`src/rtl/uart_packet_tx.sv`:
```
// Packet framer and 8N1 serializer: buffers payload bytes, then sends
// checksum, address, count and data bytes on UART_TX.
module uart_packet_tx #(
    parameter int CLKS_PER_BIT = 100,
    parameter int DEPTH        = 16
) (
    input  logic       clk,
    input  logic       RESET_N,
    input  logic [7:0] addr,
    input  logic [7:0] data,
    input  logic       write,
    input  logic       send,
    output logic       busy,
    output logic       done,
    output logic       overflow,
    output logic       UART_TX,
    output logic [2:0] tx_state
);

    localparam int AW = (DEPTH > 1) ? $clog2(DEPTH) : 1;
    localparam int CW = $clog2(DEPTH) + 1;
    localparam int TW = (CLKS_PER_BIT > 1) ? $clog2(CLKS_PER_BIT) : 1;
    localparam logic [TW-1:0] TICK_MAX = TW'(CLKS_PER_BIT - 1);
    localparam logic [CW-1:0] FULL     = CW'(DEPTH);

    typedef enum logic [2:0] {
        IDLE  = 3'd0,
        CKSUM = 3'd1,
        ADDR  = 3'd2,
        COUNT = 3'd3,
        DATA  = 3'd4
    } state_t;

    state_t          state_q, state_d;
    logic [TW-1:0]   tick_q, tick_d;
    logic [3:0]      bit_q, bit_d;
    logic [7:0]      shift_q, shift_d;
    logic [CW-1:0]   rd_ptr_q, rd_ptr_d;
    logic [CW-1:0]   count_q, count_d;
    logic [7:0]      sum_q, sum_d;
    logic [7:0]      last_q, last_d;
    logic [7:0]      addr_q, addr_d;
    logic            tx_q, tx_d;
    logic            done_q, done_d;
    logic            ovf_q, ovf_d;
    logic [7:0]      buf_q [DEPTH];

    logic            wr_accept;
    logic [CW-1:0]   count_w;
    logic [7:0]      sum_w;
    logic [7:0]      last_w;
    logic [7:0]      cksum;
    logic [3:0]      bit_m1;

    always_ff @(posedge clk) begin
        if (!RESET_N) begin
            state_q  <= IDLE;
            tick_q   <= '0;
            bit_q    <= '0;
            shift_q  <= '0;
            rd_ptr_q <= '0;
            count_q  <= '0;
            sum_q    <= '0;
            last_q   <= '0;
            addr_q   <= '0;
            tx_q     <= 1'b1;
            done_q   <= 1'b0;
            ovf_q    <= 1'b0;
        end else begin
            state_q  <= state_d;
            tick_q   <= tick_d;
            bit_q    <= bit_d;
            shift_q  <= shift_d;
            rd_ptr_q <= rd_ptr_d;
            count_q  <= count_d;
            sum_q    <= sum_d;
            last_q   <= last_d;
            addr_q   <= addr_d;
            tx_q     <= tx_d;
            done_q   <= done_d;
            ovf_q    <= ovf_d;
        end
    end

    always_ff @(posedge clk) begin
        if (wr_accept) begin
            buf_q[count_q[AW-1:0]] <= data;
        end
    end

    // A write in the same idle cycle as send is folded into the packet first.
    always_comb begin
        wr_accept = write && (state_q == IDLE) && (count_q != FULL);
        count_w   = count_q + CW'(wr_accept);
        sum_w     = wr_accept ? (sum_q + data) : sum_q;
        last_w    = wr_accept ? data : last_q;
        cksum     = 8'd0 - (addr + 8'(count_w) + sum_w - last_w);

        state_d  = state_q;
        tick_d   = tick_q;
        bit_d    = bit_q;
        shift_d  = shift_q;
        rd_ptr_d = rd_ptr_q;
        count_d  = count_q;
        sum_d    = sum_q;
        last_d   = last_q;
        addr_d   = addr_q;
        ovf_d    = ovf_q | (write && ((state_q != IDLE) || (count_q == FULL)));

        if (state_q == IDLE) begin
            count_d = count_w;
            sum_d   = sum_w;
            last_d  = last_w;
            if (send && (count_w != '0)) begin
                state_d  = CKSUM;
                addr_d   = addr;
                shift_d  = cksum;
                bit_d    = 4'd0;
                tick_d   = TICK_MAX;
                rd_ptr_d = '0;
            end
        end else if (tick_q != '0) begin
            tick_d = tick_q - TW'(1);
        end else begin
            tick_d = TICK_MAX;
            if (bit_q != 4'd9) begin
                bit_d = bit_q + 4'd1;
            end else begin
                bit_d = 4'd0;
                case (state_q)
                    CKSUM: begin
                        state_d = ADDR;
                        shift_d = addr_q;
                    end
                    ADDR: begin
                        state_d = COUNT;
                        shift_d = 8'(count_q);
                    end
                    COUNT: begin
                        state_d  = DATA;
                        shift_d  = buf_q[0];
                        rd_ptr_d = CW'(1);
                    end
                    DATA: begin
                        if (rd_ptr_q == count_q) begin
                            state_d = IDLE;
                            count_d = '0;
                            sum_d   = '0;
                            last_d  = '0;
                        end else begin
                            shift_d  = buf_q[rd_ptr_q[AW-1:0]];
                            rd_ptr_d = rd_ptr_q + CW'(1);
                        end
                    end
                    default: state_d = IDLE;
                endcase
            end
        end
    end

    // The line level is registered from next-state values so UART_TX never glitches.
    always_comb begin
        bit_m1 = bit_d - 4'd1;
        done_d = (state_q != IDLE) && (state_d == IDLE);
        if (state_d == IDLE) begin
            tx_d = 1'b1;
        end else if (bit_d == 4'd0) begin
            tx_d = 1'b0;
        end else if (bit_d == 4'd9) begin
            tx_d = 1'b1;
        end else begin
            tx_d = shift_d[bit_m1[2:0]];
        end
    end

    assign busy     = (state_q != IDLE);
    assign done     = done_q;
    assign overflow = ovf_q;
    assign UART_TX  = tx_q;
    assign tx_state = state_q;

endmodule

```
`config.mk`:
```
export PLATFORM = sky130hd
export DESIGN_NAME = uart_packet_tx
export DESIGN_NICKNAME = d
export VERILOG_FILES = /design/src/rtl/uart_packet_tx.sv
export SDC_FILE = /design/constraint.sdc
export NUM_CORES = 1
export LEC_CHECK = 0
export ABC_AREA = 1
export CAP_MARGIN = 20
export CORE_MARGIN = 4
export CORE_UTILIZATION = 57
export CTS_CLUSTER_DIAMETER = 150
export DETAILED_ROUTE_END_ITERATION = 8
export GPL_TIMING_DRIVEN = 0
export PLACE_DENSITY_LB_ADDON = 0.08
export SYNTH_ARGS = -nofsm -noshare
export SYNTH_HDL_FRONTEND = slang
export SYNTH_SLANG_ARGS = --single-unit
```
`constraint.sdc`:
```
create_clock -name clk -period 12.06 [get_ports clk]
set_input_delay 1.809 -clock clk [delete_from_list [all_inputs] [get_ports clk]]
set_output_delay 1.809 -clock clk [all_outputs]
set_load 0.1 [all_outputs]
```
# Word-level counts from Yosys, hierarchy flattened

Memory sizes are Yosys's and may differ from the RTL's. A register that Yosys moved wholly into a read port is not among the register bits.
Index checks and enable logic that the tools add are counted.

Add/subtract/negate cells: 10
$lt $le $gt $ge: 1
Equal/unequal tests: 13
Muxes and demuxes: 46
Bitwise logic cells: 2
Reduce and logical (&&, ||, !) cells: 19

Operator list:

| kind                                                | count |
|---|---|
| two-way mux 8 bit                                   | 13 |
| two-way mux 5 bit                                   | 10 |
| case mux 8 bit (4 select lines)                     | 1 |
| two-way mux 4 bit                                   | 6 |
| two-way mux 7 bit                                   | 3 |
| adder 8 bit                                         | 2 |
| two-way mux 3 bit                                   | 5 |
| case mux 3 bit (4 select lines)                     | 1 |
| case mux 5 bit (2 select lines)                     | 1 |
| adder 8 x 5 -> 8 bit                                | 1 |
| subtractor 1 x 8 -> 8 bit, first input constant     | 1 |
| subtractor 8 bit                                    | 1 |
| nonzero test 7 bit                                  | 1 |
| subtractor 7 x 1 -> 7 bit, second input constant    | 1 |
| equality test 3 x 2 -> 1 bit, second input constant | 2 |
| logical NOT 3 bit                                   | 2 |
| nonzero test 3 bit                                  | 2 |
| adder 5 x 1 -> 5 bit                                | 1 |
| adder 5 x 1 -> 5 bit, second input constant         | 1 |
| equality test 5 bit                                 | 1 |
| equality test 5 bit, second input constant          | 1 |
| logical AND 1 bit                                   | 5 |
| two-way mux 1 bit                                   | 5 |
| inequality test 5 bit, second input constant        | 1 |
| other kinds (21)                                    | 23 |

Register bits: 59
Memory bits (writable): 128
Output and inout port bits: 7
Logic and storage cells: 104
Memories: 1

Memories:

| memory | words | bits a word | rd ports | clocked after memory_dff | wr ports | line | source |
|---|---|---|---|---|---|---|---|
| buf_q  | 16    | 8           | 2        | 1                        | 1        | 46   | `logic [7:0] buf_q [DEPTH];` |

# Longest topological paths before layout

Gate-level depths: netlist of the first run.

Depth after elaboration: 14
Depth in mapped cells: 32
Depth with buffers taken out: 32

# Worst setup path before layout of the first run

No wires, ideal clock.

Path type: input to register
Start: input write
End: register tx_q (netlist: UART_TX)
Arrival: 5,671 ps
Data required time: 11,948 ps
Setup slack: 6,277 ps
Stages on the path: 27
Cells stage by stage: inv_1 -> nor2_8 -> nand2_2 -> buf_4 -> clkbuf_1 -> nor2_1 -> ha_1 -> xnor2_1 -> inv_1 -> fa_1 -> fa_1 -> inv_1 -> ha_1 -> a21oi_1 -> nor2_1 -> a211oi_1 -> nand2_1 -> nand2_1 -> nand3_1 -> nand3_1 -> nand3_1 -> nand2_1 -> nand2_1 -> nand2_1 -> nand3_1 -> nand2_1 -> nand2_1

Longest elaborated chain between the ends: 13
Elaborated cells between the ends (all ways): 26
Classes of those cells: 6 x add/sub; 1 x eq/ne; 12 x mux; 7 x reduce/logical

RTL lines:

| item                                    | line | source |
|---|---|---|
| from (decl)                             | 11   | `input logic write,` |
| logical AND 1 bit * (2 in series)       | 93   | `wr_accept = write && (state_q == IDLE) && (count_q != FULL);` |
| adder 5 x 1 -> 5 bit                    | 94   | `count_w = count_q + CW'(wr_accept);` |
| adder 8 x 5 -> 8 bit                    | 97   | `cksum = 8'd0 - (addr + 8'(count_w) + sum_w - last_w);` |
| adder 8 bit                             | 97   |  |
| subtractor 8 bit                        | 97   |  |
| subtractor 1 x 8 -> 8 bit               | 97   |  |
| two-way mux 8 bit                       | 114  | `if (send && (count_w != '0)) begin` |
| two-way mux 8 bit                       | 110  | `if (state_q == IDLE) begin` |
| binary-select mux 1 bit (select 3 bit)  | 172  | `tx_d = shift_d[bit_m1[2:0]];` |
| two-way mux 1 bit (implied by the code) | 172  |  |
| two-way mux 1 bit                       | 169  | `end else if (bit_d == 4'd9) begin` |
| two-way mux 1 bit                       | 167  | `end else if (bit_d == 4'd0) begin` |
| to (signal assigned)                    | 79   | `tx_q <= tx_d;` |
| to (decl)                               | 43   | `logic tx_q, tx_d;` |

Every way passes the cells marked *; elsewhere a longest branch is shown, timed or not. The select of a mux whose other input is x is not followed.
A chain may end at the register's enable or synchronous reset.

# Final worst setup path of the first run

Start: input data[0]
End: register tx_q (netlist: UART_TX)

Longest elaborated chain between the ends: 11
Elaborated cells between the ends (all ways): 12
Classes of those cells: 4 x add/sub; 8 x mux

RTL lines:

| item                                      | line | source |
|---|---|---|
| from (decl)                               | 10   | `input logic [7:0] data,` |
| adder 8 bit                               | 95   | `sum_w = wr_accept ? (sum_q + data) : sum_q;` |
| two-way mux 8 bit                         | 95   |  |
| adder 8 bit                               | 97   |  |
| subtractor 8 bit *                        | 97   |  |
| subtractor 1 x 8 -> 8 bit *               | 97   |  |
| two-way mux 8 bit *                       | 114  |  |
| two-way mux 8 bit *                       | 110  |  |
| binary-select mux 1 bit (select 3 bit) *  | 172  |  |
| two-way mux 1 bit (implied by the code) * | 172  |  |
| two-way mux 1 bit *                       | 169  |  |
| two-way mux 1 bit *                       | 167  |  |

Marked as above.

==> summary.md, run 1 <==
| Metric | Value |
|---|---|
| Cell Area, Synth | `approximately 0.0098 mm2` |
| Per-cell routed wire length | `18.3 um` |
| RSZ-0062 raised after global routing | `false` |
| Net Count, Synth | `around 1200` |
| Total setup buffers inserted after CTS | `0` |
| Critical Path Max Stage Delay | `between 0.8 and 0.9 ns` |
| Crit path arrival time | `around 7.2 ns` |
| Flop and latch count out of synthesis | `191` |
| Commonest non-fill, non-tap cell in the layout | `nand2_1` |
| Fmax | `roughly 150 MHz` |
| Area Growth Syn to Fin | `11.3%` |
| Worst Hold Depth | `2` |
| Root buf cell | `clkbuf_16` |
| Placement Cell Area | `approximately 0.010 mm2` |
| Status | `complete, no violations` |
| Hold Crit Class | `flip-flop to flip-flop` |
| Initial drt markers | `764` |
| CP startpoint kind | `input port` |
| Setup Skew | `0.00951 ns` |
| Final HPWL DP | `between 15 and 20 mm` |
| Required time of the worst setup path | `12.40 ns` |
| Clock sink count | `191` |
| DRC | `0` |
| Die ar. | `around 0.019 mm2` |
| Crit path max fanout | `18` |
| Final Cell Area | `between 0.01 and 0.015 mm2` |
| Max-Cap Viols | `0` |
| Resize count post-CTS | `0` |
| Die width | `between 100 and 150 um` |
| Post-synth top flop | `edfxtp_1` |
| Vias in the first global route | `7354` |
| Crit share post-route | `between 50 and 60%` |
| Synth Instances | `between 1000 and 1500` |
| Total Routed Length | `~26 mm` |
| Tot GR Track Use | `27.0%` |
| Most frequent cells in the layout | `334 x nand2_1, 136 x inv_1, 128 x edfxtp_1` |
| Core ar. | `~0.017 mm2` |
| Via count | `between 7000 and 8000` |
| Peak supply drop | `between 0.0001 and 0.00015 V` |
| Yosys top cell area share | `between 30 and 40%` |
| Post-layout util | `between 60% and 70%` |
| Critical Path Most Common Cell | `nand2_1` |
| H-tree depth | `4` |
| CTS Hold Buffers Added | `0` |
| Worst skew pair latency | `approximately 0.45 ns` |
| Total negative slack | `0 ns` |
| # setup viols final | `0` |
| Synth warnings | `0` |
| CTS Buf Count | `17` |
| Sequence of cells on the critical path | `clkdlybuf4s50_1, ha_1, fa_1, nand2_1, inv_1, o31ai_1, fa_1, fa_1, inv_1, ha_1, a21oi_1, nor2_1, a211oi_1, nand2_1, nand2_1, nand3_1, nand3_1, nand3_1, nand2_1, nand2_1, nand2_1, nand3_1, nand2_1, nand2_1` |
| # diodes | `0` |
| Count of cell types in the netlist | `46` |
| First-pass GRT wire length | `40.2 mm` |
| Fraction of layout cells with a size suffix above 1 | `6.87%` |
| LEAKAGE | `~4.6 nW` |
| Slew HR | `35.1%` |
| Largest net degree at the start of global routing | `20` |
| Worst Tran Pin Value | `between 0.9 and 1 ns` |
| Vias/cell | `between 5 and 6` |
| FP Rows | `47` |
| Fillers | `roughly 1400` |
| Die height | `139 um` |
| P per Cell Area | `181 mW/mm2` |
| Antenna violations before repair | `0` |
| Critical path's slowest cell | `clkdlybuf4s50_1` |
| Antenna viol nets, final | `0` |
| Pre-antenna DRT Iters | `6` |
| Avg Inst Size Synth | `between 8 and 9 um2` |
| Largest area contributor in the netlist | `edfxtp_1` |
| GRT overflow | `0` |
| Top cells by area, synth | `edfxtp_1 39%, dfxtp_1 13%, nand2_1 13%` |
| Seq/Total Area, Yosys | `between 50% and 60%` |
| CTS clk-pin slew, worst paths | `approximately 0.080 ns` |
| Initial Util | `roughly three fifths` |
| Port bufs | `26` |
| Final hold vios | `0` |
| Final net count | `1251` |
| WS Path Type | `input port to flip-flop` |
| Tmin final | `slightly below 7 ns` |
| I/O pin count | `27` |
| CP endpoint kind | `flip-flop` |
| CTS tree | `done` |
| Reg2reg path depth | `28` |
| Number of enable flip-flop cells after synthesis | `128` |
| Ys async rst share | `0%` |
| Final slew viol count | `0` |
| Routability cong. | `~0.95` |
| Maximum clock path buffer count | `2` |
## per-layer routing
layer / GRT usage (%) / wire (um) / vias to the layer above
li1: - / - / 3857
met1: 38.8 / 11400 / 3703
met2: 41.5 / 11700 / 323
met3: 6.76 / 2640 / 34
met4: 6.75 / 384 / 0
met5: 0 / 0 / -
## final timing paths
path                                  from   endpoint  slack (ns)
worst min register to register   addr_q[6]  addr_q[6]        0.46
worst min-delay path             addr_q[6]  addr_q[6]        0.46
worst max register to register  count_q[2]    UART_TX        6.59
worst max-delay path               data[0]    UART_TX        5.19
## final cells by class
class	instances	area, um2	area share, %
Sequential cell	191	5100	46.6
Multi-Input combinational cell	774	4020	36.7
Inverter	143	539	4.92
Clock buffer	17	425	3.88
Tap cell	220	275	2.51
Timing Repair Buffer	26	260	2.38
Buffer	42	181	1.66
Clock inverter	15	149	1.36
## synth_stat cells (2+ instances only)
| master | n |
|---|---|
| ha_1 | 24 |
| nand4_1 | 4 |
| clkinv_1 | 2 |
| nor3_1 | 5 |
| a31oi_1 | 2 |
| buf_2 | 10 |
| o211ai_1 | 13 |
| or2_2 | 11 |
| a21oi_1 | 61 |
| nor3b_1 | 2 |
| xor2_1 | 9 |
| xnor2_1 | 8 |
| nand2_1 | 334 |
| o21ai_0 | 41 |
| o31ai_1 | 2 |
| nand3_2 | 6 |
| fa_1 | 12 |
| o21a_1 | 2 |
| inv_1 | 136 |
| o22ai_1 | 9 |
| nor2_1 | 87 |
| nand2_2 | 4 |
| nor2_2 | 5 |
| clkbuf_1 | 29 |
| mux2i_1 | 5 |
| edfxtp_1 | 128 |
| dfxtp_1 | 63 |
| nand2_4 | 3 |
| nand3b_1 | 4 |
| nand3_1 | 110 |
| inv_2 | 4 |
## where the power goes
| group | total [mW] | leakage [nW] | switching, mW | internal, mW |
|---|---|---|---|---|
| clock network | 0.555 | 0.284 | 0.280 | 0.276 |
| registers | 0.765 | 1.67 | 0.0233 | 0.742 |
| logic | 0.664 | 2.64 | 0.434 | 0.231 |
| total | 1.98 | 4.60 | 0.736 | 1.25 |
## per-stage QoR
| step | worst slack [ns] | std cells | total power [mW] | hold slack, ns |
|---|---|---|---|---|
| global route | 4.86 | 1428 | 2.10 | 0.486 |
| CTS | 5.22 | 1428 | 1.98 | 0.462 |
| finish | 5.19 | 1428 | 1.98 | 0.458 |
| floorplan | 6.28 | 1150 | 1.27 | 0.430 |
| global placement | 4.87 | 1396 | 1.42 | 0.447 |
| detailed placement | 4.78 | 1396 | 1.44 | 0.452 |
## state kept, by name, indices dropped and copies added, names as in the netlist, 3 cells and up, named ones only
register and cells:
shift_q 8, addr_q 8, tick_q 7, sum_q 8, count_q 5, bit_q 4, tx_state 3, last_q 8
buf_q 128, rd_ptr_q 5
## critical path, delay by kind of cell
kind	cells	cell delay, ns
fa+ha+maj	5	2.38
compound gates	3	1.01
simple gates	13	1.05
buf+inv	3	0.96
## cells by family (layout without fill, tap and decap cells)
family	after synthesis	after routing	synth area share, %
AOI/OAI and AO/OA	135	135	7.78
xor gates and xnor gates	17	17	1.51
adders and majority gates	36	36	5.49
buffers and inverters	185	243	7.32
DFF	191	191	51.8
muxes	5	5	0.508
and+or+nand+nor	581	581	25.6
Note: power is estimated with default switching activity, not from simulation.
==> run 2, diff against run 1 <==
--- a/config.mk
+++ b/config.mk
@@ -8,7 +8,7 @@
 export ABC_AREA = 1
 export CAP_MARGIN = 20
 export CORE_MARGIN = 4
-export CORE_UTILIZATION = 57
+export CORE_UTILIZATION = 56
 export CTS_CLUSTER_DIAMETER = 150
 export DETAILED_ROUTE_END_ITERATION = 8
 export GPL_TIMING_DRIVEN = 0
==> constraint.sdc (replaced) <==
create_clock -name clk -period 6.2 [get_ports clk]
set_input_delay 0.93 -clock clk [delete_from_list [all_inputs] [get_ports clk]]
set_output_delay 0.93 -clock clk [all_outputs]
set_load 0.1 [all_outputs]
==> summary.md, run 2 (synthesized netlist as in run 1, its figures left out) <==
| Metric | Value |
|---|---|
| Gate power share | `33.2% (was 33.5%)` |
| Die ar. | `0.0198 mm2 (was 0.0194 mm2)` |
| Total Routed Length | `25.4 mm (was 26.1 mm)` |
| Crit share post-route | `approximately 93%` |
| Fraction of layout cells with a size suffix above 1 | `6.95% (was 6.87%)` |
| Critical Path Max Stage Delay | `0.88 ns (was 0.87 ns)` |
| Worst Tran Pin Value | `0.965 ns (was 0.970 ns)` |
| Worst Hold Depth | `2 (unchanged)` |
| Critical register-to-register path endpoint | `UART_TX (unchanged)` |
| Clock sink count | `191 (unchanged)` |
| Total power | `3.88 mW (was 1.98 mW)` |
| Most frequent cells in the layout | `334 x nand2_1, 136 x inv_1, 128 x edfxtp_1 (unchanged)` |
| CTS Buf Count | `17 (unchanged)` |
| CTS clk-pin slew, worst paths | `0.08 ns (about the same)` |
| Vias in the first global route | `7525 (was 7354)` |
| Antenna violations before repair | `0 (unchanged)` |
| Sequence of cells on the critical path | `clkdlybuf4s50_1, fa_1, nand2_1, inv_1, o31ai_1, fa_1, fa_1, inv_1, ha_1, a21oi_1, nor2_1, a211oi_1, nand2_1, nand2_1, nand3_1, nand3_1, nand3_1, nand2_1, nand2_1, nand2_1, nand3_1, nand2_1, nand2_1 (was clkdlybuf4s50_1, ha_1, fa_1, nand2_1, inv_1, o31ai_1, fa_1, fa_1, inv_1, ha_1, a21oi_1, nor2_1, a211oi_1, nand2_1, nand2_1, nand3_1, nand3_1, nand3_1, nand2_1, nand2_1, nand2_1, nand3_1, nand2_1, nand2_1)` |
| I/O pin count | `27 (unchanged)` |
| Crit path arrival time | `6.09 ns (was 7.22 ns)` |
| Pre-antenna DRT Iters | `5 (was 6)` |
| Routability cong. | `1.00 (was 0.951)` |
| Initial Util | `57.1% (was 58.8%)` |
| Final net count | `1251 (unchanged)` |
| Final HPWL DP | `18.1 mm (was 18.5 mm)` |
| Hold Path End | `addr_q[4] (was addr_q[6])` |
| WHS | `0.460 ns (was 0.458 ns)` |
| FP Rows | `48 (was 47)` |
| Die width | `141 um (was 139 um)` |
| Post-layout util | `63.7% (was 65.4%)` |
| RSZ-0062 raised after global routing | `false (unchanged)` |
| HP Start | `addr_q[4] (was addr_q[6])` |
| Cell internal pwr | `2.43 mW (was 1.25 mW)` |
| Area occupied by multi-input gates | `0.00402 mm2 (unchanged)` |
| Antenna viol nets, final | `0 (unchanged)` |
| Crit path buf inv count | `3 (unchanged)` |
| Hold Crit Class | `flip-flop to flip-flop (unchanged)` |
| Critical Path Most Common Cell | `nand2_1 (unchanged)` |
| Setup Skew | `0.0142 ns (was 0.00951 ns)` |
| LEAKAGE | `4.61 nW (was 4.60 nW)` |
| CP startpoint kind | `input port (unchanged)` |
| Final hold vios | `0 (unchanged)` |
| Status | `complete, no violations (unchanged)` |
| Fillers | `1492 (was 1416)` |
| Final slew viol count | `0 (unchanged)` |
| Largest net degree at the start of global routing | `21 (was 20)` |
| Fmax | `174 MHz` |
| GRT overflow | `0 (unchanged)` |
| Commonest non-fill, non-tap cell in the layout | `nand2_1 (unchanged)` |
| Worst R2R Setup Slack | `0.84 ns (was 6.59 ns)` |
| WS Path Type | `input port to flip-flop (unchanged)` |
| CTS tree | `done (unchanged)` |
| CP endpoint kind | `flip-flop (unchanged)` |
| P per Cell Area | `353 mW/mm2 (was 181 mW/mm2)` |
| Die height | `141 um (was 139 um)` |
| # setup viols final | `0 (unchanged)` |
| Slew HR | `35.5% (was 35.1%)` |
| Tmin final | `~5.8 ns` |
| Per-cell routed wire length | `17.7 um (was 18.3 um)` |
| Vias/cell | `5.48 (was 5.54)` |
| Reg2reg path depth | `28 (unchanged)` |
| First-pass GRT wire length | `39.9 mm (was 40.2 mm)` |
| RR Startpoint | `count_q[2] (unchanged)` |
| # diodes | `0 (unchanged)` |
| Worst skew pair latency | `0.44 ns (was 0.45 ns)` |
| Root buf cell | `clkbuf_16 (unchanged)` |
| Port bufs | `26 (unchanged)` |
| Area Growth Syn to Fin | `11.5% (was 11.3%)` |
| Register area | `0.00510 mm2 (unchanged)` |
| CP delay by family, top | `adder cells (unchanged)` |
| Initial drt markers | `650 (was 764)` |
| Critical path's slowest cell | `clkdlybuf4s50_1 (unchanged)` |
| Flop pwr share | `38.4% (was 38.6%)` |
| Tot GR Track Use | `26.3% (was 27.0%)` |
| H-tree depth | `4 (unchanged)` |
| P_sw | `1.44 mW (was 0.736 mW)` |
| Required time of the worst setup path | `6.53 ns (was 12.40 ns)` |
| Maximum clock path buffer count | `2 (unchanged)` |
| Peak supply drop | `0.000223 V (was 0.000109 V)` |
| DRC | `0 (unchanged)` |
| Max-Cap Viols | `0 (unchanged)` |
| Core ar. | `0.0172 mm2 (was 0.0168 mm2)` |
| Crit path max fanout | `19 (was 18)` |
| Max FFs per register | `128 (unchanged)` |
| Switching Share | `37.2% (was 37.1%)` |
| Clk pwr share | `28.4% (was 28.0%)` |
| Via count | `7848 (was 7917)` |
run 2: repair_timing:
item,CTS,global route
hold buffers,0,0
setup buffers,0,0
resized for setup,0,1
endpoints found under the setup margin,0,1
run 2: worst max path at each step:
stage,start,to,slack (ns),cells past startpoint
2_1_floorplan,tx_state[2],UART_TX,0.97,28
3_3_place_gp,data[0],UART_TX,-0.14,24
3_5_place_dp,data[0],UART_TX,-0.17,24
4_1_cts,data[0],UART_TX,0.27,24
5_1_grt,data[1],UART_TX,0.03,23
6_report,data[1],UART_TX,0.44,23
run 2: power groups by stage:
stage               combinational, mW  sequential [mW]  clock (mW)
finish                           1.29             1.49        1.10
global route                     1.45             1.50        1.15
CTS                              1.28             1.49        1.10
detailed placement               1.28             1.52           0
global placement                 1.25             1.51           0
floorplan                       0.930             1.53           0
run 2: cell type report:
| type | instances | area share [%] |
|---|---|---|
| Tap cell | 225 | 2.56 |
| Clock inverter | 15 | 1.47 |
| Sequential cell | 191 | 46.5 |
| Inverter | 143 | 4.91 |
| Buffer | 42 | 1.65 |
| Multi-Input combinational cell | 774 | 36.6 |
| Timing Repair Buffer | 26 | 2.39 |
| Clock buffer | 17 | 3.88 |
run 2: metal layers:
| layer | wire [um] | global-route usage (%) | part of all wire, % |
|---|---|---|---|
| met1 | 11300 | 37.9 | 45 |
| met2 | 11700 | 41.5 | 46 |
| met3 | 1930 | 4.88 | 7.6 |
| met4 | 422 | 7.04 | 1.7 |
| met5 | 0 | 0 | 0 |
run 2: worst register-to-register path, delay by kind of cell (launching register included):
kind | cells | cell delay (ns)
adder cells (fa/ha/maj) | 4 | 1.65
buffers and inverters | 5 | 0.96
AO/OA/AOI/OAI | 2 | 0.53
flip-flops | 1 | 0.30
XOR/XNOR | 1 | 0.18
AND/OR/NAND/NOR | 16 | 1.65
run 2: per-stage QoR:
stage / TNS (ns) / instance area (um2) / worst slack [ns] / cells
finish: 0 / 11000 / 0.441 / 1433
floorplan: 0 / 9850 / 0.969 / 1150
global route: 0 / 11000 / 0.0310 / 1433
CTS: 0 / 11000 / 0.270 / 1433
detailed placement: -0.167 / 10400 / -0.167 / 1401
global placement: -0.144 / 10400 / -0.144 / 1401
==> run 3, diff against run 2 <==
--- a/config.mk
+++ b/config.mk
@@ -11,6 +11,7 @@
 export CORE_UTILIZATION = 56
 export CTS_CLUSTER_DIAMETER = 150
 export DETAILED_ROUTE_END_ITERATION = 8
+export GPL_ROUTABILITY_DRIVEN = 0
 export GPL_TIMING_DRIVEN = 0
 export PLACE_DENSITY_LB_ADDON = 0.08
 export SYNTH_ARGS = -nofsm -noshare
==> summary.md, run 3 (synthesized netlist as in run 1, its figures left out) <==
| Metric | Value |
|---|---|
| Status | `finished with violations (was complete, no violations)` |
| Violated checks | `DRC` |
| Tmin final | `5.74 ns (was 5.76 ns)` |
| Clk pwr share | `28.7% (was 28.4%)` |
| Initial drt markers | `754 (was 650)` |
| Total Routed Length | `25.2 mm (was 25.4 mm)` |
| Setup Skew | `0.0110 ns (was 0.0142 ns)` |
| Reg2reg path depth | `28 (unchanged)` |
| # setup viols final | `0 (unchanged)` |
| Crit path max fanout | `19 (unchanged)` |
| Vias/cell | `5.51 (was 5.48)` |
| Crit path arrival time | `6.08 ns (was 6.09 ns)` |
| Critical path's slowest cell | `clkdlybuf4s50_1 (unchanged)` |
| Resize count post-CTS | `0 (unchanged)` |
| Die width | `141 um (unchanged)` |
| # diodes | `0 (unchanged)` |
| Total power | `3.88 mW (about the same)` |
| Via count | `7896 (was 7848)` |
| Crit path depth | `23 (unchanged)` |
| Required time of the worst setup path | `6.54 ns (was 6.53 ns)` |
| Port bufs | `26 (unchanged)` |
| GRT overflow | `0 (unchanged)` |
| Max-Cap Viols | `0 (unchanged)` |
| Flop pwr share | `38.4% (about the same)` |
| Worst Tran Pin Value | `0.973 ns (was 0.965 ns)` |
| Worst R2R Setup Slack | `0.84 ns (about the same)` |
| Fraction of layout cells with a size suffix above 1 | `6.87% (was 6.95%)` |
| Fmax | `174 MHz (about the same)` |
| Critical register-to-register path endpoint | `UART_TX (unchanged)` |
| CP endpoint kind | `flip-flop (unchanged)` |
| Crit path buf inv count | `3 (unchanged)` |
| Most frequent cells in the layout | `334 x nand2_1, 136 x inv_1, 128 x edfxtp_1 (unchanged)` |
| Total setup buffers inserted after CTS | `0 (unchanged)` |
| LEAKAGE | `4.61 nW (about the same)` |
| Initial Util | `57.1% (unchanged)` |
| DRC | `3 (was 0)` |
| Peak supply drop | `0.000209 V (was 0.000223 V)` |
| P per Cell Area | `353 mW/mm2 (about the same)` |
| Antenna violations before repair | `0 (unchanged)` |
| Die height | `141 um (unchanged)` |
| Total negative slack | `0 ns (unchanged)` |
| CTS Buf Count | `17 (unchanged)` |
| Sequence of cells on the critical path | `clkdlybuf4s50_1, fa_1, nand2_1, inv_1, o31ai_1, fa_1, fa_1, inv_1, ha_1, a21oi_1, nor2_1, a211oi_1, nand2_1, nand2_1, nand3_1, nand3_1, nand3_1, nand2_1, nand2_1, nand2_1, nand3_1, nand2_1, nand2_1 (unchanged)` |
| Placement Cell Area | `0.0104 mm2 (unchanged)` |
| FP Rows | `48 (unchanged)` |
| RSZ-0062 raised after global routing | `false (unchanged)` |
| CP delay by family, top | `adder cells (unchanged)` |
| Max FFs per register | `128 (unchanged)` |
| Fillers | `1438 (was 1492)` |
| CP endpoint | `UART_TX (unchanged)` |
| Worst skew pair latency | `0.44 ns (about the same)` |
| GRT busiest layer | `met2 (unchanged)` |
| RR Startpoint | `count_q[2] (unchanged)` |
| CTS tree | `done (unchanged)` |
| Critical Path Max Stage Delay | `0.87 ns (was 0.88 ns)` |
| Largest net degree at the start of global routing | `20 (was 21)` |
| WS Path Type | `input port to flip-flop (unchanged)` |
| Crit share post-route | `92.6% (was 92.9%)` |
| Cell internal pwr | `2.47 mW (was 2.43 mW)` |
| CTS Hold Buffers Added | `0 (unchanged)` |
| I/O pin count | `27 (unchanged)` |
| Per-cell routed wire length | `17.6 um (was 17.7 um)` |
| Final Cell Area | `0.0110 mm2 (about the same)` |
| M1 GR Usage | `38.6% (was 37.9%)` |
| CP startpoint kind | `input port (unchanged)` |
| Met3 usage | `4.21% (was 4.88%)` |
| Final slew viol count | `0 (unchanged)` |
| Switching Share | `36.4% (was 37.2%)` |
| Maximum clock path buffer count | `2 (unchanged)` |
| Antenna viol nets, final | `0 (unchanged)` |
| Final net count | `1251 (unchanged)` |
| P_sw | `1.41 mW (was 1.44 mW)` |
| Vias in the first global route | `7277 (was 7525)` |
| Die ar. | `0.0198 mm2 (unchanged)` |
| Worst setup startpoint | `data[1] (unchanged)` |
| Tot GR Track Use | `26.2% (was 26.3%)` |
| Critical Path Most Common Cell | `nand2_1 (unchanged)` |
| H-tree depth | `4 (unchanged)` |
| Final hold vios | `0 (unchanged)` |
| Commonest non-fill, non-tap cell in the layout | `nand2_1 (unchanged)` |
| Hold Crit Class | `flip-flop to flip-flop (unchanged)` |
| Pre-antenna DRT Iters | `9 (was 5)` |
| First-pass GRT wire length | `39.6 mm (was 39.9 mm)` |
| Final HPWL DP | `17.9 mm (was 18.1 mm)` |
| CTS clk-pin slew, worst paths | `0.08 ns (about the same)` |
| Clock sink count | `191 (unchanged)` |
| Area Growth Syn to Fin | `11.6% (was 11.5%)` |
| Slew HR | `34.9% (was 35.5%)` |
| Post-layout util | `63.7% (about the same)` |
| Grt met2 use | `40.5% (was 41.5%)` |
| Root buf cell | `clkbuf_16 (unchanged)` |
| Gate power share | `32.9% (was 33.2%)` |
| Core ar. | `0.0172 mm2 (unchanged)` |
==> run 3: cell type report <==
class	count	area [um2]	share of cell area, %
multi-input cells	774	4020	36.6
flip-flops and latches	191	5100	46.5
well taps	225	282	2.56
clock inverters	15	170	1.55
inverters	143	539	4.91
repair buffers	26	263	2.39
clock buffers	17	425	3.87
plain buffers	42	181	1.65
==> run 3: worst min path at each step <==
stage	end	slack, ns	depth (start not counted)	start
floorplan	addr_q[3]	0.43	2	addr_q[3]
global placement	addr_q[5]	0.45	2	addr_q[5]
detailed placement	addr_q[5]	0.45	2	addr_q[5]
CTS	addr_q[4]	0.46	2	addr_q[4]
global route	addr_q[4]	0.48	2	addr_q[4]
finish	addr_q[4]	0.46	2	addr_q[4]
==> run 3: worst register-to-register path: cells and delay by family (launching register included) <==
kind                     cells  cell delay, ns
adder cells (fa/ha/maj)      4            1.66
XOR/XNOR                     1            0.19
AO/OA/AOI/OAI                2            0.52
buffers and inverters        5            0.97
flip-flops                   1            0.30
AND/OR/NAND/NOR             16            1.64
==> run 3: power by group through the flow <==
| stage | logic [mW] | registers, mW | clock network, mW |
|---|---|---|---|
| after CTS | 1.27 | 1.49 | 1.12 |
| after floorplan | 0.930 | 1.53 | 0 |
| after detailed placement | 1.26 | 1.52 | 0 |
| after global routing | 1.45 | 1.50 | 1.18 |
| final | 1.28 | 1.49 | 1.11 |
| after global placement | 1.25 | 1.51 | 0 |
==> run 3: metal layers <==
| layer | vias to the layer above | routed length (um) |
|---|---|---|
| met5 | - | 0 |
| met4 | 0 | 533 |
| met3 | 44 | 1630 |
| met2 | 258 | 11300 |
| met1 | 3724 | 11600 |
| li1 | 3870 | - |
==> run 3: per-stage QoR <==
step / cells / setup WS [ns] / hold slack [ns]
floorplan: 1150 / 0.969 / 0.430
global placement: 1401 / -0.145 / 0.447
detailed placement: 1401 / -0.154 / 0.452
CTS: 1433 / 0.287 / 0.461
global route: 1433 / 0.0950 / 0.476
finish: 1433 / 0.462 / 0.461
